===== src/rtl/mem_stage_pkg.sv =====
// Shared types and encodings for the pipeline MEMORY stage and its MEM/WB buffer.
package mem_stage_pkg;

  typedef enum logic {
    IDLE = 1'b0,
    REQ  = 1'b1
  } state_e;

  // WRITEBACK field: which results the WB stage writes to the register file.
  localparam logic [1:0] WB_NONE = 2'b00;
  localparam logic [1:0] WB_ALU1 = 2'b01;
  localparam logic [1:0] WB_LOAD = 2'b10;
  localparam logic [1:0] WB_BOTH = 2'b11;

  localparam logic [4:0] BUBBLE_DEST = 5'd0;

endpackage


===== src/rtl/MEM_WB.sv =====
// MEM/WB pipeline buffer: plain register bank; a bubble retires with no
// register write (WRITEBACK none, destination 0).
module MEM_WB
  import mem_stage_pkg::*;
(
  input  logic        clock2,
  input  logic        reset_n,
  input  logic        i_bubble,
  input  logic [31:0] i_pc,
  input  logic [31:0] i_alu1,
  input  logic [31:0] i_alu2,
  input  logic [31:0] i_load_data,
  input  logic [4:0]  i_destination,
  input  logic [1:0]  i_writeback,
  output logic [31:0] o_pc,
  output logic [31:0] o_alu1,
  output logic [31:0] o_alu2,
  output logic [31:0] o_load_data,
  output logic [4:0]  o_destination,
  output logic [1:0]  o_writeback
);

  logic [31:0] r_pc;
  logic [31:0] r_alu1;
  logic [31:0] r_alu2;
  logic [31:0] r_load_data;
  logic [4:0]  r_destination;
  logic [1:0]  r_writeback;

  always_ff @(posedge clock2 or negedge reset_n) begin
    if (!reset_n) begin
      r_pc          <= '0;
      r_alu1        <= '0;
      r_alu2        <= '0;
      r_load_data   <= '0;
      r_destination <= '0;
      r_writeback   <= '0;
    end else begin
      r_pc          <= i_pc;
      r_alu1        <= i_alu1;
      r_alu2        <= i_alu2;
      r_load_data   <= i_load_data;
      r_destination <= i_bubble ? BUBBLE_DEST : i_destination;
      r_writeback   <= i_bubble ? WB_NONE : i_writeback;
    end
  end

  assign o_pc          = r_pc;
  assign o_alu1        = r_alu1;
  assign o_alu2        = r_alu2;
  assign o_load_data   = r_load_data;
  assign o_destination = r_destination;
  assign o_writeback   = r_writeback;

endmodule


===== src/rtl/mem_stage.sv =====
// Pipeline MEMORY stage: word loads/stores over a req/ack data-memory bus,
// with stall generation, bus timeout and misalignment reporting.
module mem_stage
  import mem_stage_pkg::*;
#(
  parameter int TIMEOUT = 16
) (
  input  logic        clock2,
  input  logic        reset_n,
  input  logic [31:0] PC_MEMORY,
  input  logic [31:0] result_ALU1_MEMORY,
  input  logic [31:0] result_ALU2_MEMORY,
  input  logic [31:0] store_value_MEMORY,
  input  logic [4:0]  destination_MEMORY,
  input  logic [1:0]  WRITEBACK_MEMORY,
  input  logic        MEMORY_READ_MEMORY,
  input  logic        MEMORY_WRITE_MEMORY,
  output logic [31:0] result_forwarding_MEMORY,
  output logic        stall_MEMORY,
  output logic        dmem_req,
  output logic        dmem_we,
  output logic [31:0] dmem_addr,
  output logic [31:0] dmem_wdata,
  input  logic [31:0] dmem_rdata,
  input  logic        dmem_ack,
  output logic [31:0] PC_WRITEBACK,
  output logic [31:0] result_ALU1_WRITEBACK,
  output logic [31:0] result_ALU2_WRITEBACK,
  output logic [31:0] load_data_WRITEBACK,
  output logic [4:0]  destination_WRITEBACK,
  output logic [1:0]  WRITEBACK_WRITEBACK,
  output logic        bus_error,
  output logic        misaligned,
  output state_e      o_dbg_state
);

  // Handshake: dmem_req stays high with addr/wdata/we frozen until a single-cycle
  // dmem_ack (rdata valid with it) or a timeout abort; req drops the next cycle.
  localparam int CW = (TIMEOUT > 2) ? $clog2(TIMEOUT) : 1;
  localparam logic [CW-1:0] LAST_CNT = CW'(TIMEOUT - 1);

  state_e      r_state;
  state_e      w_state_next;
  logic [CW-1:0] r_cnt;
  logic        r_req;
  logic        r_we;
  logic [31:0] r_addr;
  logic [31:0] r_wdata;
  logic        r_bus_error;
  logic        r_misaligned;

  logic        w_mem_op;
  logic        w_aligned;
  logic        w_stall;
  logic        w_bubble;
  logic        w_start;
  logic        w_done;
  logic        w_timeout;
  logic        w_misaligned;
  logic [31:0] w_load_data;

  always_comb begin
    w_state_next = r_state;
    w_stall      = 1'b0;
    w_bubble     = 1'b0;
    w_start      = 1'b0;
    w_done       = 1'b0;
    w_timeout    = 1'b0;
    w_misaligned = 1'b0;
    w_load_data  = '0;
    w_mem_op     = MEMORY_READ_MEMORY | MEMORY_WRITE_MEMORY;
    w_aligned    = (result_ALU1_MEMORY[1:0] == 2'b00);
    case (r_state)
      IDLE: begin
        if (w_mem_op) begin
          w_bubble = 1'b1;
          if (w_aligned) begin
            w_stall      = 1'b1;
            w_start      = 1'b1;
            w_state_next = REQ;
          end else begin
            w_misaligned = 1'b1;
          end
        end
      end
      REQ: begin
        if (dmem_ack) begin
          w_done       = 1'b1;
          w_state_next = IDLE;
          // A store retires without a register write.
          if (r_we) w_bubble = 1'b1;
          else      w_load_data = dmem_rdata;
        end else if (r_cnt == LAST_CNT) begin
          w_timeout    = 1'b1;
          w_bubble     = 1'b1;
          w_state_next = IDLE;
        end else begin
          w_stall  = 1'b1;
          w_bubble = 1'b1;
        end
      end
      default: w_state_next = IDLE;
    endcase
  end

  always_ff @(posedge clock2 or negedge reset_n) begin
    if (!reset_n) begin
      r_state      <= IDLE;
      r_cnt        <= '0;
      r_req        <= 1'b0;
      r_we         <= 1'b0;
      r_addr       <= '0;
      r_wdata      <= '0;
      r_bus_error  <= 1'b0;
      r_misaligned <= 1'b0;
    end else begin
      r_state      <= w_state_next;
      r_bus_error  <= w_timeout;
      r_misaligned <= w_misaligned;
      if (w_start) begin
        r_req   <= 1'b1;
        r_we    <= MEMORY_WRITE_MEMORY;
        r_addr  <= result_ALU1_MEMORY;
        r_wdata <= store_value_MEMORY;
        r_cnt   <= '0;
      end else if (w_done || w_timeout) begin
        r_req <= 1'b0;
        r_we  <= 1'b0;
      end else if (r_state == REQ) begin
        r_cnt <= r_cnt + 1'b1;
      end
    end
  end

  MEM_WB u_mem_wb (
    .clock2        (clock2),
    .reset_n       (reset_n),
    .i_bubble      (w_bubble),
    .i_pc          (PC_MEMORY),
    .i_alu1        (result_ALU1_MEMORY),
    .i_alu2        (result_ALU2_MEMORY),
    .i_load_data   (w_load_data),
    .i_destination (destination_MEMORY),
    .i_writeback   (WRITEBACK_MEMORY),
    .o_pc          (PC_WRITEBACK),
    .o_alu1        (result_ALU1_WRITEBACK),
    .o_alu2        (result_ALU2_WRITEBACK),
    .o_load_data   (load_data_WRITEBACK),
    .o_destination (destination_WRITEBACK),
    .o_writeback   (WRITEBACK_WRITEBACK)
  );

  assign result_forwarding_MEMORY = result_ALU1_MEMORY;
  assign stall_MEMORY             = w_stall;
  assign dmem_req                 = r_req;
  assign dmem_we                  = r_we;
  assign dmem_addr                = r_addr;
  assign dmem_wdata               = r_wdata;
  assign bus_error                = r_bus_error;
  assign misaligned               = r_misaligned;
  assign o_dbg_state              = r_state;

endmodule


===== config.mk =====
export PLATFORM = sky130hd
export DESIGN_NAME = mem_stage
export DESIGN_NICKNAME = d
export VERILOG_FILES = /design/src/rtl/mem_stage_pkg.sv /design/src/rtl/MEM_WB.sv /design/src/rtl/mem_stage.sv
export SDC_FILE = /design/constraint.sdc
export NUM_CORES = 1
export LEC_CHECK = 0
export ABC_AREA = 1
export CAP_MARGIN = 0
export CORE_AREA = 4 4 158 160
export DETAILED_ROUTE_END_ITERATION = 8
export DIE_AREA = 0 0 162 164
export PLACE_DENSITY = 0.72
export SYNTH_ARGS = -nofsm -noshare
export SYNTH_HDL_FRONTEND = slang
export SYNTH_SLANG_ARGS = --single-unit

===== constraint.sdc =====
create_clock -name clock2 -period 1.4 [get_ports clock2]
set_clock_uncertainty 0.15 [all_clocks]
set_input_delay 0.28 -clock clock2 [delete_from_list [all_inputs] [get_ports clock2]]
set_output_delay 0.28 -clock clock2 [all_outputs]
set_load 0.02 [all_outputs]

==> qor.csv, run 1 <==
metric,value,unit
status,"complete, but fails checks",
failing checks,setup timing,
Setup TNS Final,-9677,ps
CTS HTree Levels,1,
initial antenna violation count,0,
Max Fclk,0.5352,GHz
# clock sinks,208,
Max stage delay on crit path,390,ps
peak supply drop,0.8707,mV
worst path cell trace,"ha_2, nand3_2, nand2_2, nand2_2, buf_6",
Pleak,0.006669,uW
largest net degree at the start of global routing,37,
PortBufs,408,
Via Count,5698,
Clock Latency Late Sink,500,ps
headroom to the max-slew limit,75.75,%
Clock Tree Buf Depth,3,
"commonest non-fill, non-tap cell in the layout",buf_6,
Yosys warnings,0,
slowest CP cell,dfrtp_1,
post-route insts no fill,1402,
CP dominant cell by count,nand2_2,
DRT iter0 DRCs,259,
Hold WS,41.66,ps
CP Max Fanout,2,
"Remaining Overflow, GRT",0,
Die Width,162,um
Netlist cell types,18,
"area leader, netlist",dfrtp_1,
"delay-heaviest family, CP",flip-flops,
"top cells by area, synth","dfrtp_1, nand2_1, buf_4, inv_1, nor2_1",
Post-Synthesis Cell Area,6779,um2
DR DRC count,0,
Final min period,1868,ps
area delta synth->final,93.13,%
CP required,970,ps
power density over the cells,1318,nW/um2
Hold Crit Class,input port to flop,
RSZ-0062 raised after global routing,yes,
Yosys reg bits,208,
drt via density,4.064,
first-pass GRT wire length,34710,um
post-detailed-route wirelength per cell,17.10,um
PnR worst setup slack,-468.4,ps
critical path endpoint category,primary output,
crit start category,flop,
Final period util,133.5,%
Post-Syn Area per Cell,11.85,um2
detailed placement HPWL,16910,um
Root Driver,clkbuf_16,
# IOs,409,
GPL Wtd Cong,0.7661,
vias in the first global route,6040,
Placed Cells,1317,
die footprint,26570,um2
final WL,23980,um
Die Ht,164,um
Syn Nets,745,
post-route ant nets,0,
Max Slew Vio Count,0,
Worst-path clk slew,60,ps
"commonest cells after routing, fill and taps aside","buf_6, dfrtp_1, nand2_1",
DRT Pass-1 Iters,4,
cells after synthesis,572,
All-Layer GR Usage,16.70,%
top cell type's share of synthesized area,76.78,%
MaxCap Viol Count,0,
sequential fraction of the synthesis area,76.78,%
Bufs and invs on worst path,1,
core area,23400,um2
Setup CP Type,flop to primary output,
FP Rows,56,
final hold vios,0,
TritonCTS clock tree,yes,
Initial Util,28.97,%
nets,1240,
Crit path arrival time,1440,ps
Final setup violation count,210,
Worst Tran Pin Value,363.8,ps
Antenna Diode Count,0,
CTS Buf Count,23,
layout cells sized above 1,38.04,%
## through the flow
| stage | worst slack (ps) | util [%] | instance area [um2] | power [uW] |
|---|---|---|---|---|
| after global placement | -894.3 | 49.27 | 11530 | 10680 |
| after detailed placement | -876.9 | 49.27 | 11530 | 10740 |
| after floorplan | 5.545 | - | 6780 | 8384 |
| after CTS | -480.3 | 54.17 | 12680 | 17230 |
| after global routing | -539.8 | 55.95 | 13090 | 18010 |
| final | -468.4 | 55.95 | 13090 | 17260 |
## power breakdown
part	switching [uW]	internal, uW
clock network	2340	3670
registers	402	6620
logic	1950	2270
## worst paths after layout
kind,slack (ps),depth (start not counted),from,end
setup / recovery,-470,5,r_cnt[0],stall_MEMORY
hold reg to reg,350,2,dmem_addr[29],dmem_addr[29]
hold / removal,40,2,result_ALU1_MEMORY[9],u_mem_wb.o_alu1[9]
max in group asynchronous,440,3,reset_n,dmem_addr[0]
setup reg to reg,-110,10,r_cnt[0],r_cnt[1]
min in group asynchronous,140,2,reset_n,u_mem_wb.o_load_data[22]
## what timing repair did
item / 4_1_cts / 5_1_grt
pin swaps: 3 / 4
setup endpoints to repair: 302 / 322
buffers inserted: 16 / 17
gates cloned: 2 / 6
hold buffers: 2 / 1
gates resized for setup: 1334 / 49
hold endpoints to repair: 209 / 1
## worst register-to-register path, cell delays in order (launching register included)
cell	delay, ps
dfrtp_1	370
ha_2	200
nand3_2	80
nand2_2	80
nand2_2	70
buf_4	140
buf_6	100
buf_4	130
inv_2	50
nand2_1	40
nand2_1	50
## flip-flops by register name, summed over array words and instances (netlist names)
signal,cells
dmem_req,1
u_mem_wb.o_load_data,32
u_mem_wb.o_destination,5
u_mem_wb.o_writeback,2
r_cnt,4
u_mem_wb.o_pc,32
dmem_addr,32
o_dbg_state,1
u_mem_wb.o_alu1,32
bus_error,1
dmem_wdata,32
misaligned,1
u_mem_wb.o_alu2,32
dmem_we,1
## logic make-up after synthesis
kind of cell | after synthesis | synth area share, %
simple gates | 259 | 14.75
flops | 208 | 76.78
buf+inv | 100 | 7.955
compound gates | 4 | 0.3321
fa+ha+maj | 1 | 0.1845
## synth_stat cells, drive strengths merged
library cell	instances
inv	52
a31oi	2
nand3	6
nor2	46
nand4	1
dfrtp	208
o21ai	2
buf	48
nand2	206
ha	1
## routing by layer
metal	track usage [%]	vias up	wire length, um	share of wire (%)
met5	0	-	0	0
met4	3.883	0	517	2.2
met3	4.994	30	1906	7.9
met2	29.81	258	12460	52
met1	19.94	2746	9093	38
li1	-	2664	-	-
## layout make-up
class	count	area (um2)
Clock buffer	36	674.4
Clock inverter	5	78.83
Sequential cell	208	5206
Timing Repair Buffer	518	5384
Tap cell	319	399.1
Multi-Input combinational cell	264	1124
Fill cell	1927	10310
Inverter	52	226.5
Power figures use the tool's default switching activity.
==> run 2, diff against run 1 <==
--- a/config.mk
+++ b/config.mk
@@ -7,10 +7,11 @@
 export LEC_CHECK = 0
 export ABC_AREA = 1
 export CAP_MARGIN = 0
-export CORE_AREA = 4 4 158 160
+export CORE_AREA = 2 2 160 162
 export DETAILED_ROUTE_END_ITERATION = 8
 export DIE_AREA = 0 0 162 164
-export PLACE_DENSITY = 0.72
+export DONT_BUFFER_PORTS = 1
+export PLACE_DENSITY = 0.48
 export SYNTH_ARGS = -nofsm -noshare
 export SYNTH_HDL_FRONTEND = slang
 export SYNTH_SLANG_ARGS = --single-unit
==> run 2 against run 1 <==
The flow finishes with violations (hold timing, setup timing). Global-route usage shrank 3.0 points. Worst hold slack lost 710 ps. Critical endpoint unchanged. Utilization shrank 15 points. Die area is the same. Via count shrank 19%. Count of clock-buffer cells in the layout grew 1. Worst setup slack gained 55 ps. Final cell count shrank 22%. Critical path depth shrank 1. Sequential cell count is the same. Sequential share of layout area grew 13 points.
==> qor.csv, run 2 (synthesis gave the netlist of run 1 again) <==
metric,value,unit,change
PortBufs,0,,was 408
failing checks,"hold timing, setup timing",,was setup timing
Clock Latency Late Sink,500,ps,about the same
RSZ-0062 raised after global routing,yes,,unchanged
Sw Share,27.34,%,was 27.23%
FP Rows,58,,was 56
internal power,10910,uW,was 12560 uW
Root Driver,clkbuf_16,,unchanged
Max Slew Vio Count,0,,unchanged
Clock Tree Buf Depth,3,,unchanged
vias in the first global route,4841,,was 6040
PnR worst setup slack,-413.7,ps,was -468.4 ps
dpl cell area,6994,um2,was 11530 um2
Die Ht,164,um,unchanged
drt via density,4.191,,was 4.064
die footprint,26570,um2,unchanged
detailed placement HPWL,11720,um,was 16910 um
Crit path depth,4,,was 5
Setup CP Type,flop to primary output,,unchanged
CP required,970,ps,about the same
Pleak,0.004733,uW,was 0.006669 uW
TritonCTS clock tree,yes,,unchanged
final WL,20350,um,was 23980 um
Placed Cells,868,,was 1317
DR DRC count,0,,unchanged
slowest CP cell,dfrtp_1,,unchanged
# clock sinks,208,,unchanged
post-route ant nets,0,,unchanged
Via Count,4589,,was 5698
"commonest non-fill, non-tap cell in the layout",dfrtp_2,,was buf_6
# IOs,409,,unchanged
FILL cells,2255,,was 1927
Die Width,162,um,unchanged
peak supply drop,0.8159,mV,was 0.8707 mV
status,"complete, but fails checks",,unchanged
DRT iter0 DRCs,250,,was 259
Final period util,129.6,%,was 133.5%
"commonest cells after routing, fill and taps aside","dfrtp_2, dlygate4sd3_1, nand2_1",,"was buf_6, dfrtp_1, nand2_1"
area delta synth->final,51.22,%,was 93.13%
Gate power share,9.3,%,was 24.5%
CTS Buf Count,22,,was 23
Initial Util,27.31,%,was 28.97%
All-Layer GR Usage,13.69,%,was 16.70%
GPL Wtd Cong,0.7171,,was 0.7661
R2R Path End,dmem_we,,was r_cnt[1]
power density over the cells,1464,nW/um2,was 1318 nW/um2
post-route insts no fill,1095,,was 1402
Crit path arrival time,1380,ps,was 1440 ps
CP Max Fanout,4,,was 2
nets,921,,was 1240
Max stage delay on crit path,400,ps,was 390 ps
initial antenna violation count,3,,was 0
clock power share,37.9,%,was 34.8%
Worst-path clk slew,60,ps,about the same
Final setup violation count,25,,was 210
Setup TNS Final,-900.0,ps,was -9677 ps
"Remaining Overflow, GRT",0,,unchanged
reg2reg setup slack,-50,ps,was -110 ps
crit start category,flop,,unchanged
layout cells sized above 1,40.45,%,was 38.04%
headroom to the max-slew limit,75.60,%,was 75.75%
post-layout util,41.30,%,was 55.95%
critical path endpoint category,primary output,,unchanged
worst r2r src,r_cnt[1],,was r_cnt[0]
Max Fclk,0.5513,GHz,was 0.5352 GHz
"delay-heaviest family, CP",flip-flops,,unchanged
Reg2Reg Depth,8,,was 10
CTS HTree Levels,1,,unchanged
largest net degree at the start of global routing,209,,was 37
first-pass GRT wire length,27860,um,was 34710 um
Hold WS,-672.0,ps,was 41.66 ps
Final min period,1814,ps,was 1868 ps
sequential fraction of design power,52.7,%,was 40.7%
Place WS,-23.03,ps,was -876.9 ps
DRT Pass-1 Iters,4,,unchanged
Hold Crit Class,input port to async pin,,was input port to flop
Bufs and invs on worst path,0,,was 1
post-detailed-route wirelength per cell,18.58,um,was 17.10 um
Worst Tran Pin Value,366.0,ps,was 363.8 ps
worst path cell trace,"ha_2, nand3_2, nand2_2, nand2_4",,"was ha_2, nand3_2, nand2_2, nand2_2, buf_6"
MaxCap Viol Count,0,,unchanged
core area,24820,um2,was 23400 um2
Final Instance Area,10250,um2,was 13090 um2
NetSw,4103,uW,was 4700 uW
final hold vios,208,,was 0
[run 2: worst max path at each step]
stage / slack [ps] / start / endpoint
5_1_grt: -450 / r_cnt[1] / stall_MEMORY
4_1_cts: -420 / r_cnt[0] / stall_MEMORY
3_3_place_gp: -10 / o_dbg_state / u_mem_wb.o_destination[2]
6_report: -410 / r_cnt[1] / stall_MEMORY
3_5_place_dp: -20 / o_dbg_state / dmem_wdata[17]
2_1_floorplan: 6 / o_dbg_state / stall_MEMORY
[run 2: layout make-up]
cell class,instances,area (um2),share of cell area [%]
well taps,330,412.9,4.028
inverters,52,224.0,2.185
clock buffers,37,668.1,6.518
multi-input cells,264,1242,12.12
flip-flops and latches,208,5423,52.90
repair buffers,199,2216,21.62
diodes,1,2.502,0.02441
repair inverters,1,20.02,0.1953
clock inverters,3,42.54,0.4150
[run 2: power groups by stage]
stage,registers [uW],clock network [uW],logic [uW]
6_report,7920,5690,1400
5_1_grt,7970,6160,1560
4_1_cts,7900,5880,1230
3_5_place_dp,7890,0,728
3_3_place_gp,7900,0,682
2_1_floorplan,7740,0,642
[run 2: what timing repair did]
action	4_1_cts	5_1_grt
hold endpoints to repair	413	209
gates resized for setup	159	119
endpoints found under the setup margin	204	238
hold buffers	169	1
gates cloned	4	8
buffers inserted	2	2
pin swaps	3	3
[run 2: routing by layer]
layer | GRT usage, % | vias to the layer above | wire length (um)
met5 | 0 | - | 0
met4 | 3.741 | 0 | 457
met3 | 4.141 | 36 | 1810
met2 | 25.38 | 270 | 10650
met1 | 15.22 | 2264 | 7430
li1 | - | 2019 | -
[run 2: stage by stage]
step	power, uW	hold slack, ps
2_1_floorplan	8384	-165.6
3_3_place_gp	8578	-161.1
3_5_place_dp	8619	-160.8
4_1_cts	15010	-705.4
5_1_grt	15690	-709.2
6_report	15010	-672.0
[run 2: worst reg2reg max path, cell delays in order, from the launching register on]
cell	delay [ps]
dfrtp_1	370
ha_2	210
nand3_2	80
buf_4	150
buf_4	130
nor2_4	100
nor2_2	60
nand3_1	60
nand2_1	50
==> run 3, diff against run 2 <==
--- a/config.mk
+++ b/config.mk
@@ -11,6 +11,7 @@
 export DETAILED_ROUTE_END_ITERATION = 8
 export DIE_AREA = 0 0 162 164
 export DONT_BUFFER_PORTS = 1
+export MAX_ROUTING_LAYER = met4
 export PLACE_DENSITY = 0.48
 export SYNTH_ARGS = -nofsm -noshare
 export SYNTH_HDL_FRONTEND = slang
==> run 3 against run 2 <==
Largest power group unchanged. Worst setup slack worse by 1.3 ps. Via count is 1.7% higher. Register-to-register slack worse by 70 ps. Power is 0.83% higher. The flow still finishes with violations (hold timing, setup timing). Die area stayed put. Critical endpoint unchanged. Critical path type unchanged. Combinational power is 8% higher. Worst hold slack better by 2.2 ps. Non-clock buffer count is 9 higher. Sequential share of layout area is 1.3 points lower. First-iteration DRC count is 4.0% higher.
==> qor.csv, run 3 (synthesis gave the netlist of run 1 again) <==
metric,value,unit,change
status,"complete, but fails checks",,unchanged
failing checks,"hold timing, setup timing",,unchanged
reg2reg setup slack,-120,ps,was -50 ps
final hold vios,208,,unchanged
Worst-path clk slew,60,ps,about the same
first-pass GRT wire length,27880,um,was 27860 um
DRT iter0 DRCs,260,,was 250
area occupied by multi-input gates,1313,um2,was 1242 um2
vias in the first global route,4831,,was 4841
Via Count,4669,,was 4589
CTS Buf Count,22,,unchanged
Worst Tran Pin Value,263.1,ps,was 366.0 ps
crit start category,flop,,unchanged
area delta synth->final,55.06,%,was 51.22%
Hold WS,-669.9,ps,was -672.0 ps
core area,24820,um2,unchanged
post-detailed-route wirelength per cell,19.44,um,was 18.58 um
largest net degree at the start of global routing,209,,unchanged
layout cells sized above 1,43.21,%,was 40.45%
Max stage delay on crit path,400,ps,about the same
drt via density,4.229,,was 4.191
All-Layer GR Usage,14.10,%,was 13.69%
initial antenna violation count,3,,unchanged
nets,930,,was 921
Crit path arrival time,1390,ps,was 1380 ps
Hold Crit Class,input port to async pin,,unchanged
Reg area,5424,um2,was 5423 um2
"commonest non-fill, non-tap cell in the layout",dfrtp_2,,unchanged
met3 wire length,1785,um,was 1810 um
Pleak,0.004870,uW,was 0.004733 uW
met2 WL,11310,um,was 10650 um
Initial Util,27.31,%,unchanged
post-route ant nets,0,,unchanged
top routing layer in use,met4,,unchanged
CP required,970,ps,about the same
headroom to the max-slew limit,82.46,%,was 75.60%
Routed met1 length,7934,um,was 7430 um
Overall Power,15130,uW,was 15010 uW
Final setup violation count,70,,was 25
Setup CP Type,flop to primary output,,unchanged
die footprint,26570,um2,unchanged
PnR worst setup slack,-415.1,ps,was -413.7 ps
CTS HTree Levels,1,,unchanged
worst path cell trace,"ha_2, nand3_2, nand2_2, nand2_4",,unchanged
slowest CP cell,dfrtp_1,,unchanged
Max Fclk,0.5509,GHz,was 0.5513 GHz
"commonest cells after routing, fill and taps aside","dfrtp_2, dlygate4sd3_1, nand2_1",,unchanged
Final period util,129.6,%,about the same
Clock Latency Late Sink,490,ps,was 500 ps
post-route insts no fill,1104,,was 1095
CP Max Fanout,4,,unchanged
PortBufs,0,,unchanged
Root Driver,clkbuf_16,,unchanged
Die Width,162,um,unchanged
Clock Tree Buf Depth,3,,unchanged
detailed placement HPWL,11720,um,unchanged
Die Ht,164,um,unchanged
# IOs,409,,unchanged
Max Slew Vio Count,0,,unchanged
final WL,21460,um,was 20350 um
"Remaining Overflow, GRT",0,,unchanged
FP Rows,58,,unchanged
DR DRC count,0,,unchanged
power density over the cells,1440,nW/um2,was 1464 nW/um2
Final min period,1815,ps,was 1814 ps
peak supply drop,0.8343,mV,was 0.8159 mV
Placed Cells,868,,unchanged
MaxCap Viol Count,0,,unchanged
FILL cells,2214,,was 2255
critical path endpoint category,primary output,,unchanged
GPL Wtd Cong,0.7254,,was 0.7171
# clock sinks,208,,unchanged
DRT Pass-1 Iters,4,,unchanged
RSZ-0062 raised after global routing,yes,,unchanged
TritonCTS clock tree,yes,,unchanged
[run 3: cell types whose count changed in the layout (fill, tap and decap cells not counted), sizes merged]
cell,previous run,this run
clkbuf,43,48
buf,23,27
[run 3: cell type report]
| cell class | count | share of cell area (%) |
|---|---|---|
| Clock buffer | 37 | 6.356 |
| Inverter | 52 | 2.131 |
| Timing Repair Buffer | 208 | 22.88 |
| Timing Repair inverter | 1 | 0.1905 |
| Sequential cell | 208 | 51.60 |
| Tap cell | 330 | 3.928 |
| Antenna cell | 1 | 0.02381 |
| Multi-Input combinational cell | 264 | 12.49 |
| Clock inverter | 3 | 0.4047 |
[run 3: what timing repair did]
action | 4_1_cts | 5_1_grt
endpoints found under the hold margin | 413 | 209
endpoints found under the setup margin | 204 | 241
pin swaps | 3 | 8
buffers inserted | 2 | 4
gates cloned | 4 | 15
resized for setup | 159 | 148
hold buffers | 169 | 1
[run 3: worst paths after layout]
check / start / to / cells after the start
setup / recovery: r_cnt[1] / stall_MEMORY / 4
hold / removal: reset_n / dmem_addr[17] / 0
setup reg to reg: o_dbg_state / dmem_addr[10] / 8
hold reg to reg: r_cnt[3] / r_cnt[3] / 2
max in group asynchronous: reset_n / u_mem_wb.o_alu2[6] / 0
min in group clock2: MEMORY_WRITE_MEMORY / dmem_we / 3
[run 3: report_power, final]
part | internal (uW) | switching (uW)
sequential | 6730 | 1190
clock | 3420 | 2280
combinational | 819 | 694
total | 11000 | 4160
[run 3: worst max-delay path, delay by kind of cell (launching register included)]
kind / cells / cell delay (ps)
AND/OR/NAND/NOR: 3 / 280
flip-flops: 1 / 400
adder cells (fa/ha/maj): 1 / 210
[run 3: metrics by stage]
stage / setup TNS (ps) / worst slack, ps / utilization [%] / cell area [um2]
after floorplan: 0 / 5.545 / - / 6780
after global placement: -76.65 / -13.79 / 28.18 / 6994
after detailed placement: -77.68 / -23.03 / 28.18 / 6994
after CTS: -7167 / -416.4 / 39.36 / 9768
after global routing: -12480 / -465.1 / 42.35 / 10510
final: -6894 / -415.1 / 42.35 / 10510
[run 3: metal layers]
| metal | vias to the layer above | GRT usage [%] |
|---|---|---|
| met5 | - | - |
| met4 | 0 | 3.741 |
| met3 | 37 | 3.737 |
| met2 | 273 | 25.42 |
| met1 | 2314 | 15.46 |
| li1 | 2045 | - |
